### config.mk
export PLATFORM = sky130hd
export DESIGN_NAME = vga_timing_ctrl
export DESIGN_NICKNAME = d
export VERILOG_FILES = /design/src/rtl/vga_timing_ctrl.sv
export SDC_FILE = /design/constraint.sdc
export NUM_CORES = 1
export LEC_CHECK = 0
export CORE_MARGIN = 1
export CORE_UTILIZATION = 53
export CTS_CLUSTER_DIAMETER = 100
export DETAILED_ROUTE_END_ITERATION = 16
export PLACE_DENSITY_LB_ADDON = 0.15
export RECOVER_POWER = 25
export SYNTH_ARGS = -nofsm -noshare
export SYNTH_HDL_FRONTEND = slang
export SYNTH_SLANG_ARGS = --single-unit
### constraint.sdc
create_clock -name i_clk -period 2.55 [get_ports i_clk]
set_input_delay 0.255 -clock i_clk [delete_from_list [all_inputs] [get_ports i_clk]]
set_output_delay 0.255 -clock i_clk [all_outputs]
set_load 0.03 [all_outputs]
### src/rtl/vga_timing_ctrl.sv
`default_nettype none
// ============================================================================
// Module   : vga_timing_ctrl
// Purpose  : VGA horizontal/vertical scan timing. Produces the pixel position,
//            the active-video qualifier, hsync/vsync and a frame-start pulse,
//            all registered and aligned to the same pixel.
// Options  : VGA_TIMING_FRAME_CNT_EN adds parameter FW and output o_frame_cnt.
// Revision : 1.0 - initial release
// ============================================================================
module vga_timing_ctrl #(
  parameter int unsigned H_ACTIVE = 640,
  parameter int unsigned H_FP     = 16,
  parameter int unsigned H_SYNC   = 96,
  parameter int unsigned H_BP     = 48,
  parameter int unsigned V_ACTIVE = 480,
  parameter int unsigned V_FP     = 10,
  parameter int unsigned V_SYNC   = 2,
  parameter int unsigned V_BP     = 33,
  parameter logic        SYNC_POL = 1'b0
`ifdef VGA_TIMING_FRAME_CNT_EN
  , parameter int unsigned FW     = 8
`endif
) (
  input  logic                                            i_clk,
  input  logic                                            i_rst_n,
  input  logic                                            i_en,
  output logic [$clog2(H_ACTIVE+H_FP+H_SYNC+H_BP)-1:0]    o_x,
  output logic [$clog2(V_ACTIVE+V_FP+V_SYNC+V_BP)-1:0]    o_y,
  output logic                                            o_active,
  output logic                                            o_hsync,
  output logic                                            o_vsync,
  output logic                                            o_frame_start
`ifdef VGA_TIMING_FRAME_CNT_EN
  , output logic [FW-1:0]                                 o_frame_cnt
`endif
);

  localparam int unsigned H_TOTAL = H_ACTIVE + H_FP + H_SYNC + H_BP;
  localparam int unsigned V_TOTAL = V_ACTIVE + V_FP + V_SYNC + V_BP;
  localparam int unsigned XW      = $clog2(H_TOTAL);
  localparam int unsigned YW      = $clog2(V_TOTAL);

  // Last pixel/line of each region; the FSMs move on when the count hits these.
  localparam logic [XW-1:0] X_ACT_LAST  = XW'(H_ACTIVE - 1);
  localparam logic [XW-1:0] X_FP_LAST   = XW'(H_ACTIVE + H_FP - 1);
  localparam logic [XW-1:0] X_SYNC_LAST = XW'(H_ACTIVE + H_FP + H_SYNC - 1);
  localparam logic [XW-1:0] X_LAST      = XW'(H_TOTAL - 1);
  localparam logic [YW-1:0] Y_ACT_LAST  = YW'(V_ACTIVE - 1);
  localparam logic [YW-1:0] Y_FP_LAST   = YW'(V_ACTIVE + V_FP - 1);
  localparam logic [YW-1:0] Y_SYNC_LAST = YW'(V_ACTIVE + V_FP + V_SYNC - 1);
  localparam logic [YW-1:0] Y_LAST      = YW'(V_TOTAL - 1);

  localparam logic [1:0] HS_ACT  = 2'd0;
  localparam logic [1:0] HS_FP   = 2'd1;
  localparam logic [1:0] HS_SYNC = 2'd2;
  localparam logic [1:0] HS_BP   = 2'd3;
  localparam logic [1:0] VS_ACT  = 2'd0;
  localparam logic [1:0] VS_FP   = 2'd1;
  localparam logic [1:0] VS_SYNC = 2'd2;
  localparam logic [1:0] VS_BP   = 2'd3;

  logic          running_q, running_d;
  logic [XW-1:0] x_q, x_d;
  logic [YW-1:0] y_q, y_d;
  logic [1:0]    hst_q, hst_d;
  logic [1:0]    vst_q, vst_d;
  logic          active_q, active_d;
  logic          hsync_q, hsync_d;
  logic          vsync_q, vsync_d;
  logic          fstart_q, fstart_d;
  logic          x_wrap, y_wrap;

  // Scan position and H/V region FSMs; enable low discards the position.
  always_comb begin
    running_d = running_q;
    x_d       = x_q;
    y_d       = y_q;
    hst_d     = hst_q;
    vst_d     = vst_q;
    x_wrap    = 1'b0;
    y_wrap    = 1'b0;
    if (!i_en) begin
      running_d = 1'b0;
      x_d       = '0;
      y_d       = '0;
      hst_d     = HS_ACT;
      vst_d     = VS_ACT;
    end else if (!running_q) begin
      // First enabled edge shows pixel (0,0) straight away.
      running_d = 1'b1;
      x_d       = '0;
      y_d       = '0;
      hst_d     = HS_ACT;
      vst_d     = VS_ACT;
    end else begin
      x_wrap = (x_q == X_LAST);
      x_d    = x_wrap ? '0 : x_q + XW'(1);
      case (hst_q)
        HS_ACT:  if (x_q == X_ACT_LAST)  hst_d = HS_FP;
        HS_FP:   if (x_q == X_FP_LAST)   hst_d = HS_SYNC;
        HS_SYNC: if (x_q == X_SYNC_LAST) hst_d = HS_BP;
        HS_BP:   if (x_wrap)             hst_d = HS_ACT;
        default: hst_d = HS_ACT;
      endcase
      if (x_wrap) begin
        y_wrap = (y_q == Y_LAST);
        y_d    = y_wrap ? '0 : y_q + YW'(1);
        case (vst_q)
          VS_ACT:  if (y_q == Y_ACT_LAST)  vst_d = VS_FP;
          VS_FP:   if (y_q == Y_FP_LAST)   vst_d = VS_SYNC;
          VS_SYNC: if (y_q == Y_SYNC_LAST) vst_d = VS_BP;
          VS_BP:   if (y_wrap)             vst_d = VS_ACT;
          default: vst_d = VS_ACT;
        endcase
      end
    end
  end

  // Output decode from the next state so outputs line up with o_x/o_y.
  always_comb begin
    active_d = running_d && (hst_d == HS_ACT) && (vst_d == VS_ACT);
    hsync_d  = (running_d && (hst_d == HS_SYNC)) ? SYNC_POL : ~SYNC_POL;
    vsync_d  = (running_d && (vst_d == VS_SYNC)) ? SYNC_POL : ~SYNC_POL;
    fstart_d = running_d && (x_d == '0) && (y_d == '0);
  end

  // State and output registers; reset forces the idle picture at once.
  always_ff @(posedge i_clk or negedge i_rst_n) begin
    if (!i_rst_n) begin
      running_q <= 1'b0;
      x_q       <= '0;
      y_q       <= '0;
      hst_q     <= HS_ACT;
      vst_q     <= VS_ACT;
      active_q  <= 1'b0;
      hsync_q   <= ~SYNC_POL;
      vsync_q   <= ~SYNC_POL;
      fstart_q  <= 1'b0;
    end else begin
      running_q <= running_d;
      x_q       <= x_d;
      y_q       <= y_d;
      hst_q     <= hst_d;
      vst_q     <= vst_d;
      active_q  <= active_d;
      hsync_q   <= hsync_d;
      vsync_q   <= vsync_d;
      fstart_q  <= fstart_d;
    end
  end

  assign o_x           = x_q;
  assign o_y           = y_q;
  assign o_active      = active_q;
  assign o_hsync       = hsync_q;
  assign o_vsync       = vsync_q;
  assign o_frame_start = fstart_q;

`ifdef VGA_TIMING_FRAME_CNT_EN
  logic [FW-1:0] fcnt_q, fcnt_d;

  // Frame counter: bumps on each y wrap, holds while disabled.
  always_comb begin
    fcnt_d = fcnt_q;
    if (y_wrap) fcnt_d = fcnt_q + FW'(1);
  end

  // Frame counter register; only reset clears it.
  always_ff @(posedge i_clk or negedge i_rst_n) begin
    if (!i_rst_n) fcnt_q <= '0;
    else          fcnt_q <= fcnt_d;
  end

  assign o_frame_cnt = fcnt_q;
`endif

endmodule
`default_nettype wire

* After elaboration in Yosys (flattened, before gate mapping)
Index checks and enable logic that the tools add are counted.
** Storage, ports and cells
- Register bits after elaboration :: 29
- Bits of input ports :: 3
- Output and inout bits :: 24
- Word-level logic and storage cells :: 64
** Cells by class
- $add $sub $neg :: 2
- Equal/unequal tests :: 16
- Muxes and demuxes :: 25
- Reductions and logical operators :: 12
** Operators with widths (number)
- $mux 10 :: 7
- $eq 10x10->1 const B :: 5
- $eq 10x9->1 const B :: 3
- $mux 2 :: 13
- $add 10x1->10 const B :: 2
- $logic_not 10->1 :: 2
- $pmux 2 s4 :: 2
- $eq 2x2->1 const B :: 6
- $logic_not 2->1 :: 4
- $logic_and 1x1->1 :: 6
- $eq 2x1->1 const B :: 2
- $mux 1 :: 3

* Logic depth before layout (Yosys ltp)
Gate-level depths: netlist (run 1).
- Word-level depth :: 9
- Depth in mapped cells :: 9
- Gate-level depth less buffers :: 8

* Worst setup path before layout (run 1)
OpenSTA, ideal clock, no wires.
- Path type :: reg2reg
- From :: register x_q[1] (netlist: o_x[1])
- To :: register fstart_q (netlist: o_frame_start)
- Library setup time :: 0.080 ns
- Data arrival time :: 2.400 ns
- Required time :: 2.470 ns
- Path slack :: 0.070 ns
- Cell stages (with the launch flop) :: 10
- Buffers on the path :: 2
- Period minus slack after synthesis :: 2.480 ns
- Path through :: dfrtp_1 > ha_1 > clkbuf_1 > nand2b_1 > or3_1 > clkbuf_1 > nand2_1 > o221ai_1 > or4_4 > nor3_2
** Between the ends
- Word-level cells in the longest chain between the ends :: 7
- Elaborated cells on any way between the ends :: 12
- Classes of those cells :: 1 x add/sub; 1 x eq/ne; 6 x mux; 4 x reduce/logical
** RTL lines
- start, declared :: RTL line 63 : logic [XW-1:0] x_q, x_d;
- start signal, assigned :: RTL line 131 : x_q <= '0;
- start signal, assigned :: RTL line 141 : x_q <= x_d;
- $add 10x1->10 / $eq 10x10->1 (equally long branches) :: RTL line 97, 96
- $mux 10 :: RTL line 97 : x_d = x_wrap ? '0 : x_q + XW'(1);
- $mux 10 :: RTL line 88 : end else if (!running_q) begin
- $mux 10 :: RTL line 82 : if (!i_en) begin
- $logic_not 10->1 :: RTL line 124 : fstart_d = running_d && (x_d == '0) && (y_d == '0);
- $logic_and 1x1->1 :: RTL line 124
- $logic_and 1x1->1 (*) :: RTL line 124
- named net fstart_d :: RTL line 70 : logic fstart_q, fstart_d;
- end signal, assigned :: RTL line 148 : fstart_q <= fstart_d;
- end, declared :: RTL line 70
The timed path passes the listed nets; every way through them passes the cells marked *.

* Final worst setup path (run 1)
- From :: register x_q[8] (netlist: o_x[8])
- To :: register fstart_q (netlist: o_frame_start)
Same word-level chain as after synthesis.

==> reports/metrics.cfg, run 1 <==
[cells_and_area]
utilization = 0.692
drive_above_1_share = 0.144
stdcell_count = 266
diodes = 0
fillers = 275
fin_nets = 228
synthToLayoutAreaGrowth_pct = 21.2

[sta]
rsz0062_at_grt = false
worst_pin_slew_ns = 1.52
setup_viol = 0
fin_skew_ns = 0.0130
slew_violations = 30
fin_crit_sh = 0.940
period_minus_slack_ns = 2.40
holdWs_ns = 0.542
hold_viol = 0
fmax_mhz = 417
tns_ns = 0
relSlewSlack = -0.0117

[route]
first_iter_violations = 73
drcViolationCount = 0
vias_per_cell = 5.71
wl_um = 4100
dr.pass1.iters = 5
num_vias = 1519
routedWlPerCell_um = 15.4
antenna_left = 0

[global_route]
grt_pass1_vias = 1421
overflow = 0
grt_start_max_net_pins = 30
grt_usage = 0.258
grt_antenna_before_repair = 0
grt_pass1_wl_um = 6680

[place]
dp_hpwl_um = 3030
place.gp.congestion = 0.876
dp_cells = 258
io_buffers = 26

[yosys]
synth_ff_type = dfrtp_1
yosysMostFrequentCell = dfrtp_1
synthMuxAreaShare = 0.0169
yosys.area.top_type = dfrtp_1
synth-edff-count = 0
async_flop_share = 1.00
yosys_register_bits = 29
yosysWarnings = 0
synth_top_area_frac = 0.381
synth_nets = 194
synthXorXnorAreaFrac = 0.0840
synth_area_leaders = dfrtp_1, nor2_1, xnor2_1
synth_top_family_by_area = simple AND/OR/NAND/NOR gates
synth-seq-area-share = 0.411
ys_types = 51
synth_area_um2 = 1770
synth_compound_area_frac = 0.0918
synthAdderAreaFrac = 0.0282
netlist_top_cells_count = dfrtp_1, nor2_1, nand2_1
syn_area_per_cell_um2 = 9.47
synth-simple-area-share = 0.312
netlist_instances = 187

[clocking]
cts-buffers-inserted = 5
clk_pin_slew_ns = 0.10
clockBufferDepth = 2
clock_latency_ns = 0.33
cts_sinks = 29
cts_setup_buffers = 0
clock-root-buffer = clkbuf_4
cts_tree = done
htree_levels = 2

[power_and_ir_drop]
cellPowerDensity_nw_per_um2 = 362
leakagePower_nw = 0.825
total_power_mw = 0.777
peakVddDrop_mv = 0.317

[critical_path]
worstPathArrival_ns = 2.64
crit_type = reg2reg
crit_path_max_fanout = 8
endpoint_kind = flip-flop
crit_required_ns = 2.79
worst_setup_path_start_kind = flip-flop

[die]
die_w_um = 59.8
die_area_um2 = 3580
core_area_um2 = 3100
rows = 20
fp.dieH_um = 59.8
ios = 27
start_util = 0.571

[run_status]
status = finished with violations
violations = capacitance limit, slew limit

[hold_path]
hold_path.class = reg2reg

[run]
drv_cap = 1

-- state kept, by name (all words and copies together) (netlist names) --
register,count
o_y,10
o_x,10
running_q,1
o_frame_start,1
o_vsync,1
vst_q,2
hst_q,2
o_hsync,1
o_active,1
-- through the flow --
step                      setup slack, ns  instance area [um2]
after floorplan                    0.0701                 1770
after global placement              0.226                 2100
after detailed placement            0.170                 2100
after CTS                           0.141                 2150
after global routing              0.00344                 2150
final                               0.153                 2150
-- layout by cell type (no fill, tap or decap), types with 7 or more instances in the layout --
cell type / count
nor2_1: 26
nand3_1: 8
buf_4: 11
dfrtp_1: 27
nand4_1: 7
xor2_1: 8
xnor2_1: 9
clkdlybuf4s50_1: 24
nand2_1: 16
-- worst max-delay path, stage by stage, from the launching register on --
cell,delay (ns)
dfrtp_1,0.48
nand4bb_1,0.30
or3_1,0.53
nand2_1,0.23
o221ai_1,0.19
or4_4,0.44
nor3_2,0.15
-- kinds of logic (layout without fill, tap and decap cells) --
group | count (synthesis) | in the layout
AND/OR/NAND/NOR | 96 | 96
flip-flops | 29 | 29
AO/OA/AOI/OAI | 22 | 22
XOR/XNOR | 17 | 17
buffers and inverters | 16 | 51
adder cells (fa/ha/maj) | 4 | 4
multiplexers | 3 | 3
-- routing by layer --
layer	vias to the layer above	share of wire	GRT usage
met5	-	0	0
met4	0	0.0034	0.0797
met3	2	0.054	0.0476
met2	58	0.51	0.424
met1	727	0.43	0.346
li1	732	-	-
-- area by class of cell --
cell class | instances | area (um2) | share of cell area
clock buffers | 6 | 41.3 | 0.0192
repair buffers | 38 | 347 | 0.161
multi-input cells | 142 | 947 | 0.441
clock inverters | 2 | 10.0 | 0.00466
inverters | 5 | 18.8 | 0.00874
well taps | 44 | 55.1 | 0.0256
flip-flops and latches | 29 | 728 | 0.339
-- what timing repair did --
action | CTS | global route
gates resized for setup | 0 | 1
hold buffers | 0 | 0
endpoints found under the setup margin | 0 | 1
-- path summary, 6_finish.rpt --
| check | from | end | slack [ns] | cells after the start |
|---|---|---|---|---|
| setup reg to reg | o_x[8]$_DFF_PN0_ | o_frame_start$_DFF_PN0_ | 0.15 | 6 |
| min in group asynchronous | i_rst_n | o_x[0]$_DFF_PN0_ | 0.82 | 2 |
| setup / recovery | o_x[8]$_DFF_PN0_ | o_frame_start$_DFF_PN0_ | 0.15 | 6 |
| hold reg to reg | o_x[0]$_DFF_PN0_ | o_x[0]$_DFF_PN0_ | 0.54 | 1 |
| hold / removal | o_x[0]$_DFF_PN0_ | o_x[0]$_DFF_PN0_ | 0.54 | 1 |
| max in group asynchronous | i_rst_n | o_frame_start$_DFF_PN0_ | 0.84 | 2 |
-- report_power, final --
part           internal, mW  switching (mW)
Clock                 0.105           0.157
Combinational        0.0166          0.0314
Sequential            0.464         0.00390
(Power assumes the default switching activity.)
==> run 2: changes to the inputs <==
Settings changed: ABC_AREA set to 0, SETUP_SLACK_MARGIN set to 0.15, SLEW_MARGIN set to 20.
==> run 2 against run 1 <==
  * The run still ends with capacitance limit, slew limit left
  * Wire length is 0.68% lower
  * Cell count is 0.75% higher
  * Setup slack better by 0.14 ns
  * Critical path depth is 1 higher
  * Clock skew is 0.0032 ns lower
  * Sequential power hardly changed
  * Global-route usage is 0.89 points lower
  * Utilization is 2.2 points higher
  * Highest routed layer unchanged
==> reports/metrics.cfg, run 2 (same netlist as run 1, synthesis figures left out) <==
[sta]
worst_pin_slew_ns = 1.55  ; +0.0292 ns
fmax_mhz = 442  ; +6.0%
hold_viol = 0  ; unchanged
tns_ns = 0  ; unchanged
fin_crit_sh = 0.887  ; -0.0533
rsz0062_at_grt = false
period_minus_slack_ns = 2.26  ; -0.136 ns
setup_viol = 0  ; unchanged
fin_skew_ns = 0.00973  ; -0.00324 ns
slew_violations = 30  ; unchanged
relSlewSlack = -0.0312  ; -0.0195

[route]
antenna_left = 0  ; unchanged
num_vias = 1540  ; +1.4%
drcViolationCount = 0  ; unchanged
routedWlPerCell_um = 15.2  ; -1.4%
wl_um = 4070  ; -0.68%
vias_per_cell = 5.75  ; +0.63%
first_iter_violations = 87  ; +19%
dr.pass1.iters = 4  ; -1

[critical_path]
cp_top_family = simple AND/OR/NAND/NOR gates
cp_num_buf_inv = 0  ; unchanged
endpoint_kind = flip-flop
max_stage_delay_ns = 0.45  ; -0.08 ns
worst_setup_path_start_kind = flip-flop
rr_startpoint = o_x[1]$_DFF_PN0_
crit_type = reg2reg
critPathSlowestCell = or4_4
crit_path_max_fanout = 8  ; unchanged
crit_chain = ha_2 -> nand2b_1 -> or3_4 -> nand2_2 -> o221ai_1 -> or4_4 -> nor3_2
critPathLaunch = o_x[1]$_DFF_PN0_
worstPathArrival_ns = 2.49  ; -0.15 ns
crit_required_ns = 2.78  ; about the same

[place]
dp_cells = 257  ; -0.39%
place.gp.congestion = 0.904  ; +3.2%
io_buffers = 26  ; unchanged
dp_hpwl_um = 2920  ; -3.5%

[die]
rows = 20  ; unchanged
die_area_um2 = 3580  ; unchanged
start_util = 0.571  ; unchanged
die_w_um = 59.8  ; unchanged
core_area_um2 = 3100  ; unchanged
fp.dieH_um = 59.8  ; unchanged
ios = 27  ; unchanged

[power_and_ir_drop]
peakVddDrop_mv = 0.392  ; +24%
power_switching_mw = 0.193  ; +0.49%
p_int_mw = 0.641  ; +9.6%
clock_power_share = 0.380  ; +0.043
cellPowerDensity_nw_per_um2 = 377  ; +4.0%
combPwrFrac = 0.060  ; -0.002
leakagePower_nw = 0.838  ; +1.7%
pwr-share-seq = 0.561  ; -0.041
p_sw_frac = 0.231  ; -0.0158

[hold_path]
hold_start = o_x[0]$_DFF_PN0_
hold_path.class = reg2reg

[clocking]
htree_levels = 2  ; unchanged
hold_buffers = 0  ; unchanged
clock-root-buffer = clkbuf_4
clk_pin_slew_ns = 0.09  ; about the same
cts_sinks = 29  ; unchanged
clockBufferDepth = 2  ; unchanged
cts-buffers-inserted = 5  ; unchanged
clock_latency_ns = 0.32  ; about the same
cts_tree = done

[cells_and_area]
final_common_cell = nor2_1
drive_above_1_share = 0.192  ; +0.0478
synthToLayoutAreaGrowth_pct = 25.1
final_cell_mix = nor2_1, clkdlybuf4s50_1, dfrtp_1, nand2_1, buf_4
fin_nets = 230  ; +0.88%
stdcell_count = 268  ; +0.75%
diodes = 0  ; unchanged

[global_route]
grt-busiest-layer = met2
grt_pass1_vias = 1342  ; -5.6%
grt_start_max_net_pins = 30  ; unchanged
use_met3 = 0.0693  ; +0.0216
use_met1 = 0.344  ; -0.00181
grtUsageMet2 = 0.373  ; -0.0508
grt_usage = 0.250  ; -0.00894
grt_pass1_wl_um = 6410  ; -4.0%
overflow = 0  ; unchanged
grt_antenna_before_repair = 0  ; unchanged

[run_status]
status = finished with violations
violations = capacitance limit, slew limit

[run]
drv_cap = 1  ; unchanged

run 2: per-layer routing:
layer | vias up | routed length [um]
li1 | 744 | -
met1 | 724 | 1810
met2 | 62 | 1880
met3 | 10 | 306
met4 | 0 | 77
met5 | - | 0
run 2: layout make-up:
cell class              instances  area [um2]
clock buffers                   7        65.1
clock inverters                 1        5.00
fillers                       268         887
inverters                       5        18.8
multi-input cells             142         977
flip-flops and latches         29         733
well taps                      44        55.1
repair buffers                 40         362
run 2: through the flow:
stage / instance area [um2] / total power [mW] / worst slack, ns / utilization / hold slack, ns
floorplan: 1790 / 0.500 / 0.174 / - / -0.0406
finish: 2220 / 0.834 / 0.288 / 0.714 / 0.499
detailed placement: 2110 / 0.526 / 0.203 / 0.680 / 0.487
CTS: 2190 / 0.844 / 0.151 / 0.707 / 0.306
global route: 2220 / 0.874 / 0.161 / 0.714 / 0.530
global placement: 2110 / 0.525 / 0.267 / 0.680 / 0.478
run 2: power by group through the flow:
stage          sequential (mW)  clock (mW)  combinational [mW]
3_3_place_gp             0.476           0              0.0491
6_report                 0.468       0.317              0.0497
2_1_floorplan            0.483           0              0.0167
5_1_grt                  0.469       0.350              0.0550
3_5_place_dp             0.477           0              0.0494
4_1_cts                  0.468       0.325              0.0511
run 2: what timing repair did:
item,in CTS,in global routing
setup endpoints to repair,1,2
resized for setup,0,5
endpoints found under the hold margin,0,0
setup buffers,2,1
pin swaps,2,1
run 2: path summary, 6_finish.rpt:
check                                          end  slack, ns  depth (start not counted)
setup / recovery           o_frame_start$_DFF_PN0_       0.29                          7
hold / removal                    o_x[0]$_DFF_PN0_       0.50                          1
setup reg to reg           o_frame_start$_DFF_PN0_       0.29                          7
hold reg to reg                   o_x[0]$_DFF_PN0_       0.50                          1
max in group asynchronous         o_y[6]$_DFF_PN0_       0.70                          2
min in group asynchronous         o_x[4]$_DFF_PN0_       0.84                          2
